--- config.mk ---
export PLATFORM = sky130hd
export DESIGN_NAME = fwd_hazard_scoreboard_flat
export DESIGN_NICKNAME = d
export VERILOG_FILES = /design/src/rtl/fwd_hazard_scoreboard_pkg.sv /design/src/rtl/fwd_hazard_scoreboard_if.sv /design/src/rtl/fwd_hazard_scoreboard_src_match.sv /design/src/rtl/fwd_hazard_scoreboard.sv /design/src/flat_wrapper.sv
export SDC_FILE = /design/constraint.sdc
export NUM_CORES = 1
export LEC_CHECK = 0
export CAP_MARGIN = 20
export CORE_ASPECT_RATIO = 1.1
export CORE_MARGIN = 3
export CORE_UTILIZATION = 30
export DETAILED_ROUTE_END_ITERATION = 10
export PLACE_DENSITY = 0.63
export SLEW_MARGIN = 20
export SYNTH_ARGS = -nofsm -noshare
export SYNTH_HDL_FRONTEND = slang
export SYNTH_SLANG_ARGS = --single-unit
export TNS_END_PERCENT = 5
--- constraint.sdc ---
create_clock -name clk -period 2.3 [get_ports clk]
set_input_delay 0.345 -clock clk [delete_from_list [all_inputs] [get_ports clk]]
set_output_delay 0.345 -clock clk [all_outputs]
set_load 0.005 [all_outputs]
--- src/rtl/fwd_hazard_scoreboard_pkg.sv ---
// Shared types and helpers for the forwarding / hazard scoreboard.
// Entry fields are sized for the largest supported configuration; narrower ports zero-extend.
package fwd_pkg;

  localparam int unsigned MaxRegAddrW = 8;
  localparam int unsigned MaxLatW     = 4;

  localparam int unsigned FWD_SEL_RF = 0;

  typedef struct packed {
    logic                   valid;
    logic [MaxRegAddrW-1:0] rd;
    logic [MaxLatW-1:0]     rem;
  } fwd_entry_t;

  function automatic int unsigned fwd_sel_stage(int unsigned k);
    return k + 1;
  endfunction

  function automatic logic [MaxLatW-1:0] sat_dec(logic [MaxLatW-1:0] v);
    return (v == '0) ? '0 : v - 1'b1;
  endfunction

endpackage

--- src/rtl/fwd_hazard_scoreboard_if.sv ---
// Decode-side bundle: ID instruction fields in, stall and bypass selects out.
interface fwd_hazard_scoreboard_if #(
  parameter int unsigned REG_ADDR_W = 4,
  parameter int unsigned NUM_SRC    = 2,
  parameter int unsigned FWD_STAGES = 2,
  parameter int unsigned LAT_W      = 2
);
  localparam int unsigned SEL_W = $clog2(FWD_STAGES + 1);

  logic                          id_valid;
  logic                          id_flush;
  logic [NUM_SRC*REG_ADDR_W-1:0] id_rs;
  logic [NUM_SRC-1:0]            id_rs_used;
  logic [REG_ADDR_W-1:0]         id_rd;
  logic                          id_reg_write;
  logic [LAT_W-1:0]              id_lat;
  logic                          stall;
  logic [NUM_SRC*SEL_W-1:0]      fwd_sel;

  modport master (
    output id_valid, id_flush, id_rs, id_rs_used, id_rd, id_reg_write, id_lat,
    input  stall, fwd_sel
  );

  modport slave (
    input  id_valid, id_flush, id_rs, id_rs_used, id_rd, id_reg_write, id_lat,
    output stall, fwd_sel
  );

endinterface

--- src/rtl/fwd_hazard_scoreboard_src_match.sv ---
// Priority match of one source operand against the in-flight writer entries.
module fwd_src_match
  import fwd_pkg::*;
#(
  parameter int unsigned REG_ADDR_W = 4,
  parameter int unsigned FWD_STAGES = 2,
  localparam int unsigned SEL_W     = $clog2(FWD_STAGES + 1)
) (
  input  fwd_entry_t [FWD_STAGES-1:0] entries_i,
  input  logic [REG_ADDR_W-1:0]       rs_i,
  input  logic                        rs_used_i,
  output logic [SEL_W-1:0]            sel_o,
  output logic                        src_stall_o
);

  logic [MaxRegAddrW-1:0] rs_ext;
  logic                   found;

  assign rs_ext = MaxRegAddrW'(rs_i);

  // Youngest match decides alone: an unready youngest stalls even if an older copy is ready.
  always_comb begin
    sel_o       = SEL_W'(FWD_SEL_RF);
    src_stall_o = 1'b0;
    found       = 1'b0;
    for (int unsigned k = 0; k < FWD_STAGES; k++) begin
      if (!found && entries_i[k].valid && (entries_i[k].rd == rs_ext) && rs_used_i &&
          (rs_ext != '0)) begin
        found = 1'b1;
        if (entries_i[k].rem == '0) begin
          sel_o = SEL_W'(fwd_sel_stage(k));
        end else begin
          src_stall_o = 1'b1;
        end
      end
    end
  end

endmodule

--- src/rtl/fwd_hazard_scoreboard.sv ---
// Forwarding and stall controller: shift scoreboard of in-flight writers, per-source
// bypass selects, load-use stall and a saturating stalled-cycle counter.
module fwd_hazard_scoreboard
  import fwd_pkg::*;
#(
  parameter int unsigned REG_ADDR_W = 4,
  parameter int unsigned NUM_SRC    = 2,
  parameter int unsigned FWD_STAGES = 2,
  parameter int unsigned LAT_W      = 2,
  parameter int unsigned CNT_W      = 16,
  localparam int unsigned SEL_W     = $clog2(FWD_STAGES + 1)
) (
  input  logic                  clk,
  input  logic                  rst_n,
  input  logic                  stall_cnt_clr,
  output logic [CNT_W-1:0]      stall_cnt,
  fwd_hazard_scoreboard_if.slave id_bus
);

  localparam logic [MaxLatW-1:0] LatMax = MaxLatW'(FWD_STAGES - 1);

  fwd_entry_t [FWD_STAGES-1:0]     ent_q, ent_d;
  logic [CNT_W-1:0]                cnt_q, cnt_d;
  logic [NUM_SRC-1:0][SEL_W-1:0]   sel;
  logic [NUM_SRC-1:0]              src_stall;
  logic [LAT_W-1:0]                lat_raw;
  logic [MaxLatW-1:0]              lat_ext;
  logic                            stall;
  logic                            issue;

  for (genvar i = 0; i < NUM_SRC; i++) begin : g_src
    fwd_src_match #(
      .REG_ADDR_W (REG_ADDR_W),
      .FWD_STAGES (FWD_STAGES)
    ) u_match (
      .entries_i   (ent_q),
      .rs_i        (id_bus.id_rs[i*REG_ADDR_W +: REG_ADDR_W]),
      .rs_used_i   (id_bus.id_rs_used[i]),
      .sel_o       (sel[i]),
      .src_stall_o (src_stall[i])
    );
  end

  assign stall          = id_bus.id_valid & ~id_bus.id_flush & (|src_stall);
  assign issue          = id_bus.id_valid & ~id_bus.id_flush & ~stall;
  assign id_bus.stall   = stall;
  assign id_bus.fwd_sel = sel;
  assign stall_cnt      = cnt_q;
  assign lat_raw        = id_bus.id_lat;
  assign lat_ext        = MaxLatW'(lat_raw);

  always_comb begin
    ent_d          = ent_q;
    ent_d[0].valid = issue & id_bus.id_reg_write & (id_bus.id_rd != '0);
    ent_d[0].rd    = MaxRegAddrW'(id_bus.id_rd);
    // Clamp so every writer is ready before it drops into the regfile.
    ent_d[0].rem   = (lat_ext > LatMax) ? LatMax : lat_ext;
    for (int unsigned k = 1; k < FWD_STAGES; k++) begin
      ent_d[k].valid = ent_q[k-1].valid;
      ent_d[k].rd    = ent_q[k-1].rd;
      ent_d[k].rem   = sat_dec(ent_q[k-1].rem);
    end
  end

  always_comb begin
    cnt_d = cnt_q;
    if (stall_cnt_clr) begin
      cnt_d = '0;
    end else if (stall && (cnt_q != '1)) begin
      cnt_d = cnt_q + 1'b1;
    end
  end

  always_ff @(posedge clk) begin
    if (!rst_n) begin
      ent_q <= '0;
      cnt_q <= '0;
    end else begin
      ent_q <= ent_d;
      cnt_q <= cnt_d;
    end
  end

endmodule

--- src/flat_wrapper.sv ---
// flat-port wrapper written by rule: the top's interface ports become plain ports
module fwd_hazard_scoreboard_flat import fwd_pkg::*;
#(
  parameter int unsigned REG_ADDR_W = 4,
  parameter int unsigned NUM_SRC    = 2,
  parameter int unsigned FWD_STAGES = 2,
  parameter int unsigned LAT_W      = 2,
  parameter int unsigned CNT_W      = 16,
  localparam int unsigned SEL_W     = $clog2(FWD_STAGES + 1)
)
  (clk, rst_n, stall_cnt_clr, stall_cnt, id_bus_id_valid, id_bus_id_flush, id_bus_id_rs, id_bus_id_rs_used, id_bus_id_rd, id_bus_id_reg_write, id_bus_id_lat, id_bus_stall, id_bus_fwd_sel);
  fwd_hazard_scoreboard_if #(.REG_ADDR_W(REG_ADDR_W), .NUM_SRC(NUM_SRC), .FWD_STAGES(FWD_STAGES), .LAT_W(LAT_W)) id_bus_i ();
  input  logic clk;
  input  logic rst_n;
  input  logic stall_cnt_clr;
  output logic [CNT_W-1:0] stall_cnt;
  input wire logic [$bits(id_bus_i.id_valid)-1:0] id_bus_id_valid;
  input wire logic [$bits(id_bus_i.id_flush)-1:0] id_bus_id_flush;
  input wire logic [$bits(id_bus_i.id_rs)-1:0] id_bus_id_rs;
  input wire logic [$bits(id_bus_i.id_rs_used)-1:0] id_bus_id_rs_used;
  input wire logic [$bits(id_bus_i.id_rd)-1:0] id_bus_id_rd;
  input wire logic [$bits(id_bus_i.id_reg_write)-1:0] id_bus_id_reg_write;
  input wire logic [$bits(id_bus_i.id_lat)-1:0] id_bus_id_lat;
  output wire logic [$bits(id_bus_i.stall)-1:0] id_bus_stall;
  output wire logic [$bits(id_bus_i.fwd_sel)-1:0] id_bus_fwd_sel;
  assign id_bus_i.id_valid = id_bus_id_valid;
  assign id_bus_i.id_flush = id_bus_id_flush;
  assign id_bus_i.id_rs = id_bus_id_rs;
  assign id_bus_i.id_rs_used = id_bus_id_rs_used;
  assign id_bus_i.id_rd = id_bus_id_rd;
  assign id_bus_i.id_reg_write = id_bus_id_reg_write;
  assign id_bus_i.id_lat = id_bus_id_lat;
  assign id_bus_stall = id_bus_i.stall;
  assign id_bus_fwd_sel = id_bus_i.fwd_sel;
  fwd_hazard_scoreboard #(.REG_ADDR_W(REG_ADDR_W), .NUM_SRC(NUM_SRC), .FWD_STAGES(FWD_STAGES), .LAT_W(LAT_W), .CNT_W(CNT_W)) u_core (.clk(clk), .rst_n(rst_n), .stall_cnt_clr(stall_cnt_clr), .stall_cnt(stall_cnt), .id_bus(id_bus_i));
endmodule
Yosys cells after proc, flatten, opt, wreduce, memory -nomap -nowiden
Cells that the tools add are included.
Word-level totals
  bits in registers: 42
  bits of input ports: 22
  output and inout port bits: 21
  logic and storage cells: 68
Cells by class
  bitwise logic cells: 8
  eq/ne operators: 5
  $lt $le $gt $ge: 1
  multiplexer cells: 17
  add/sub/neg operators: 2
  reduce and logical (&&, ||, !) cells: 26
Operators with widths (number)
  equality test 8 x 4 -> 1 bit: 4
  adder 16 x 1 -> 16 bit, second input constant: 1
  != test 16 bit, second input constant: 1
  nonzero test 8 bit: 2
  logical AND 1 bit: 15
  two-way mux 1 bit: 13
  zero test 4 bit: 2
  two-way mux 2 bit: 4
  OR reduction 2 bit: 4
  AND 1 bit: 5
  nonzero test 4 bit: 1
  subtractor 4 x 1 -> 4 bit, second input constant: 1
  NOT 1 bit: 3
  > comparator 2 x 1 -> 1 bit, second input constant: 1
  zero test 1 bit: 2

Depth between registers and ports, before layout
  depth after elaboration: 17
  gate-level depth with buffers: 8

Modules after synthesis
Synthesis repeated with hierarchy kept, for this count alone.
Second synthesis, totals
  cells, all modules: 185
  area total of the unflattened synthesis: 1689.1 µm²
By module, submodules not included
  fwd_hazard_scoreboard: area each 1336.3 µm², cells each 143, instances 1
  fwd_src_match: area each 176.4 µm², cells each 21, instances 2

Worst setup path after synthesis
OpenSTA, ideal clock, no wires.
  path type: register to register
  from: register u_core.cnt_q[0], in the netlist u_core.stall_cnt[0]
  to: register u_core.cnt_q[6], in the netlist u_core.stall_cnt[6]
  arrival time: 1791 ps
  stages on the path, launching flop included: 8
  path slack: 440 ps
  clock period less this slack: 1860 ps
  library setup time: 69 ps
  cell sequence: dfxtp_1 > ha_1 > nand3_1 > nor2_1 > a41o_1 > a21oi_4 > or4b_1 > o21ai_1
Between the ends
  word-level cells in the longest chain between the ends: 2
  elaborated cells between the ends (all ways): 3
  those cells by class: 1 x add/sub; 1 x eq/ne; 1 x reduce/logical
Ends and longest elaborated chain
  start: declaration: RTL line fwd_hazard_scoreboard.sv:23  | logic [CNT_W-1:0] cnt_q, cnt_d;
  start signal: assignment: RTL line fwd_hazard_scoreboard.sv:80  | cnt_q <= cnt_d;
  branches (longest 2 deep; another with adder 16 x 1 -> 16 bit)
Several ways; the timed one is not identified.
A chain may end at the register's enable or synchronous reset.

Worst setup path in the final report
  from: input id_bus_id_rs[6]
  to: output id_bus_stall
Between the ends
  word-level cells in the longest chain between the ends: 13
  elaborated cells between the ends (all ways): 17
  those cells by class: 2 x eq/ne; 4 x mux; 1 x bitwise; 10 x reduce/logical
Ends and longest elaborated chain
  start: declaration: RTL line flat_wrapper.sv:19  | input wire logic [$bits(id_bus_i.id_rs)-1:0] id_bus_id_rs;
  equality test 8 x 4 -> 1 bit: RTL line fwd_hazard_scoreboard_src_match.sv:27  | if (!found && entries_i[k].valid && (entries_i[k].rd == rs_ext) && rs_used_i &&
  logical AND 1 bit (3 in a row): RTL line fwd_hazard_scoreboard_src_match.sv:27
  two-way mux 1 bit: RTL line fwd_hazard_scoreboard_src_match.sv:27
  zero test 1 bit: RTL line fwd_hazard_scoreboard_src_match.sv:27
  logical AND 1 bit (4 in a row): RTL line fwd_hazard_scoreboard_src_match.sv:27
  two-way mux 1 bit *: RTL line fwd_hazard_scoreboard_src_match.sv:27
  OR reduction 2 bit *: RTL line fwd_hazard_scoreboard.sv:44  | assign stall = id_bus.id_valid & ~id_bus.id_flush & (|src_stall);
  AND 1 bit *: RTL line fwd_hazard_scoreboard.sv:44
  end: declaration: RTL line flat_wrapper.sv:24  | output wire logic [$bits(id_bus_i.stall)-1:0] id_bus_stall;
Every way passes the cells marked *; elsewhere a longest branch is shown, timed or not.

==> metrics.md <==
| Metric | Value |
|---|---|
| Clock tree from TritonCTS | done |
| Flops & latches, synth | 31 |
| Fillers | roughly 520 |
| Mapped cell area | 1640 um^2 |
| Root Buffer | clkbuf_8 |
| Via Count | 1,464 |
| Synth top area share | 0.379 |
| Most common cell in the netlist | dfxtp_1 |
| Die area | about 6400 um^2 |
| Worst path max stage delay | 0.31 ns |
| Maximum clock path buffer count | 2 |
| Diode count | 0 |
| Dpl ws | -0.324 ns |
| Hold Path End | u_core.ent_q[13] |
| Ordered cell list for the critical path | clkdlybuf4s15_1 -> xnor2_1 -> nand3_1 -> o211a_2 -> buf_4 -> o21ai_4 -> a21oi_4 -> dlygate4sd2_1 |
| Grt total ovfl | 0 |
| Synth cell count leaders | dfxtp_1 (31), nand2_1 (18), nor2_1 (17) |
| M3 GR Usage | 0.0475 |
| Met1 usage | 0.149 |
| Dpl cells | 303 |
| GR peak layer | met2 |
| Unrepaired setup endpoints after global routing | true |
| Register area | around 620 um^2 |
| Hold_sp | u_core.ent_q[0] |
| R2R Path End | u_core.stall_cnt[4] |
| Crit path required time | between 1.5 and 2 ns |
| Primary FF master, synth | dfxtp_1 |
| Peak VDD IR | about 0.27 mV |
| Synth-to-Final Area Change | 42.4% |
| RR Startpoint | u_core.ent_d[17] |
| CP max FO | 3 |
| Area of the multi-input gates | just over 1000 um^2 |
| Die Ht | about 83 um |
| Total GRT Usage | 0.132 |
| Syn Area/Cell | between 9 and 10 um^2 |
| Achievable Freq | 0.437 GHz |
| Leading area contributor after synthesis | dfxtp_1 |
| Max Cap Viol | 0 |
| Clk_lat worst skew | 0.28 ns |
| Final core utilization | 0.454 |
| I/O Buffers | 42 |
| CP Launch Type | primary input |
| NumNets Final | between 200 and 300 |
| Final setup vio count | 0 |
| Cts-stage hold buffer count | 0 |
| H-Tree Depth | 2 |
| Synth Instances | between 150 and 200 |
| LEAKAGE | around 0.91 nW |
| I/O pin cnt | between 40 and 50 |
| Fin crit period | around 2.3 ns |
| First-pass GRT wire length | between 6 and 7 mm |
| PD cells | 471 nW/um^2 |
| Met2 Use GR | 0.217 |
| Min-Delay Path Class | flip-flop to flip-flop |
| Via count of the first global-routing pass | 1,491 |
| TritonRoute pass-1 iters | 5 |
| Routed Antenna Nets | 0 |
| Largest net degree at the start of global routing | 14 |
| DR WL/cell | around 13 um |
| CP arrival | roughly 1.9 ns |
| Initial antenna violation count | 0 |
| EDFF count, synth | 0 |
| Ys async rst share | 0 |
| Crit path capture type | output pin |
| Layout cells sized above 1 | 0.176 |
| DRC | 0 |
| WHS Path Cells | 1 |
| Initial DRC Count | between 60 and 70 |
| Vias per inst | around 4.7 |
| Chip width | 76.5 um |
| Synth top area cells | dfxtp_1 (38%), xnor2_1 (5.3%), and2_1 (4.6%), xor2_1 (4.3%), nand2_1 (4.1%) |
| RePlAce Congestion | roughly 0.82 |
| Slew Limit Fails | 0 |
| Netlist cell types | 40 |
| Final worst slack | 0.0122 ns |
| Synth warn | 0 |
| Worst R2R Setup Slack | 0.23 ns |
| CTS sink cnt | 31 |
| Worst-path clk slew | ~0.060 ns |
| WL final | roughly 3.9 mm |
| Post-DP HPWL | slightly above 3 mm |
| Outcome | finished, final reports clean |
| Hold Violations, Final | 0 |
| Setup CP Type | primary input to output pin |
| Worst-case reg-to-reg path depth | 10 |
| Max Clock Skew | about 0.0051 ns |
| Max stage delay cell, worst path | o211a_2 |
| Tcrit/Tclk final | 0.995 |
| Finished Layout Cells | around 310 |
| # rows | 27 |
| Sequential area share after synthesis | 0.379 |
| CTS Buf Count | 5 |
| Core Box Area | between 5000 and 6000 um^2 |
| Initial Util | 0.319 |
## cell type report
cell class,count,share of cell area
flip-flops and latches,31,0.267
inverters,5,0.00805
well taps,72,0.0386
multi-input cells,142,0.433
repair buffers,54,0.215
clock buffers,6,0.0354
clock inverters,1,0.00215
## per-layer routing
layer  up-vias  share of wire
met2        47           0.47
met5         -              0
met3         8          0.073
met1       664           0.43
met4         0          0.022
li1        745              -
## flip-flops by register name (all words and copies together), names as in the netlist
register and flops:
u_core.ent_d 5, u_core.ent_q 10, u_core.stall_cnt 16
## cell families (layout without fill, tap and decap cells)
| family | after synthesis | after routing | share of synthesized area |
|---|---|---|---|
| AOI/OAI and AO/OA | 34 | 34 | 0.193 |
| xor gates and xnor gates | 18 | 18 | 0.0963 |
| adders and majority gates | 2 | 2 | 0.0153 |
| buffers and inverters | 9 | 66 | 0.0267 |
| DFF | 31 | 31 | 0.379 |
| muxes | 3 | 3 | 0.0183 |
| other | 1 | 2 | 0.00229 |
| and+or+nand+nor | 83 | 83 | 0.269 |
## through the flow
step | power, mW | area (um^2) | setup TNS, ns | hold WS [ns]
after floorplan | 0.625 | 1640 | 0 | 0.392
after global placement | 0.688 | 2210 | -3.32 | 0.405
after detailed placement | 0.690 | 2210 | -3.42 | 0.409
after CTS | 1.11 | 2300 | -0.0227 | 0.419
after global routing | 1.15 | 2330 | -0.0660 | 0.440
final | 1.10 | 2330 | 0 | 0.413
## worst max path at each step
stage          slack [ns]            startpoint                   to
6_report             0.01       id_bus_id_rs[6]         id_bus_stall
5_1_grt             -0.06       id_bus_id_rs[6]         id_bus_stall
4_1_cts             -0.02  id_bus_id_rs_used[1]    id_bus_fwd_sel[3]
3_5_place_dp        -0.32       id_bus_id_rs[0]         id_bus_stall
3_3_place_gp        -0.34       id_bus_id_rs[1]         id_bus_stall
2_1_floorplan        0.44   u_core.stall_cnt[0]  u_core.stall_cnt[6]
## where the power goes
| group | total [mW] | internal (mW) | switching (mW) |
|---|---|---|---|
| Sequential | 0.559 | 0.550 | 0.00825 |
| Clock | 0.421 | 0.234 | 0.187 |
| Combinational | 0.120 | 0.0639 | 0.0561 |
| Total | 1.10 | 0.848 | 0.251 |
## critical path: cells and delay by family
kind            cells  cell delay, ns
simple gates        1            0.16
buf+inv             3            0.67
compound gates      3            0.55
xor+xnor            1            0.20
## what timing repair did
| item | 4_1_cts | 5_1_grt |
|---|---|---|
| hold endpoints to repair | 0 | 0 |
| pin swaps | 4 | 3 |
| buffers inserted | 0 | 1 |
| endpoints found under the setup margin | 5 | 5 |
| gates resized for setup | 11 | 7 |
## placed cells by master, fill, tap and decap left out, types with 5 or more instances in the layout
cell	instances
clkbuf_8	6
xor2_1	8
nand2b_1	5
dlygate4sd2_1	9
a21oi_1	8
nor2_1	17
and2_1	12
buf_4	12
nand3_1	6
inv_1	5
xnor2_1	10
a31o_2	7
nand2_1	18
dfxtp_1	29
clkdlybuf4s50_1	31
No activity file was read; power rests on OpenSTA's default activity.
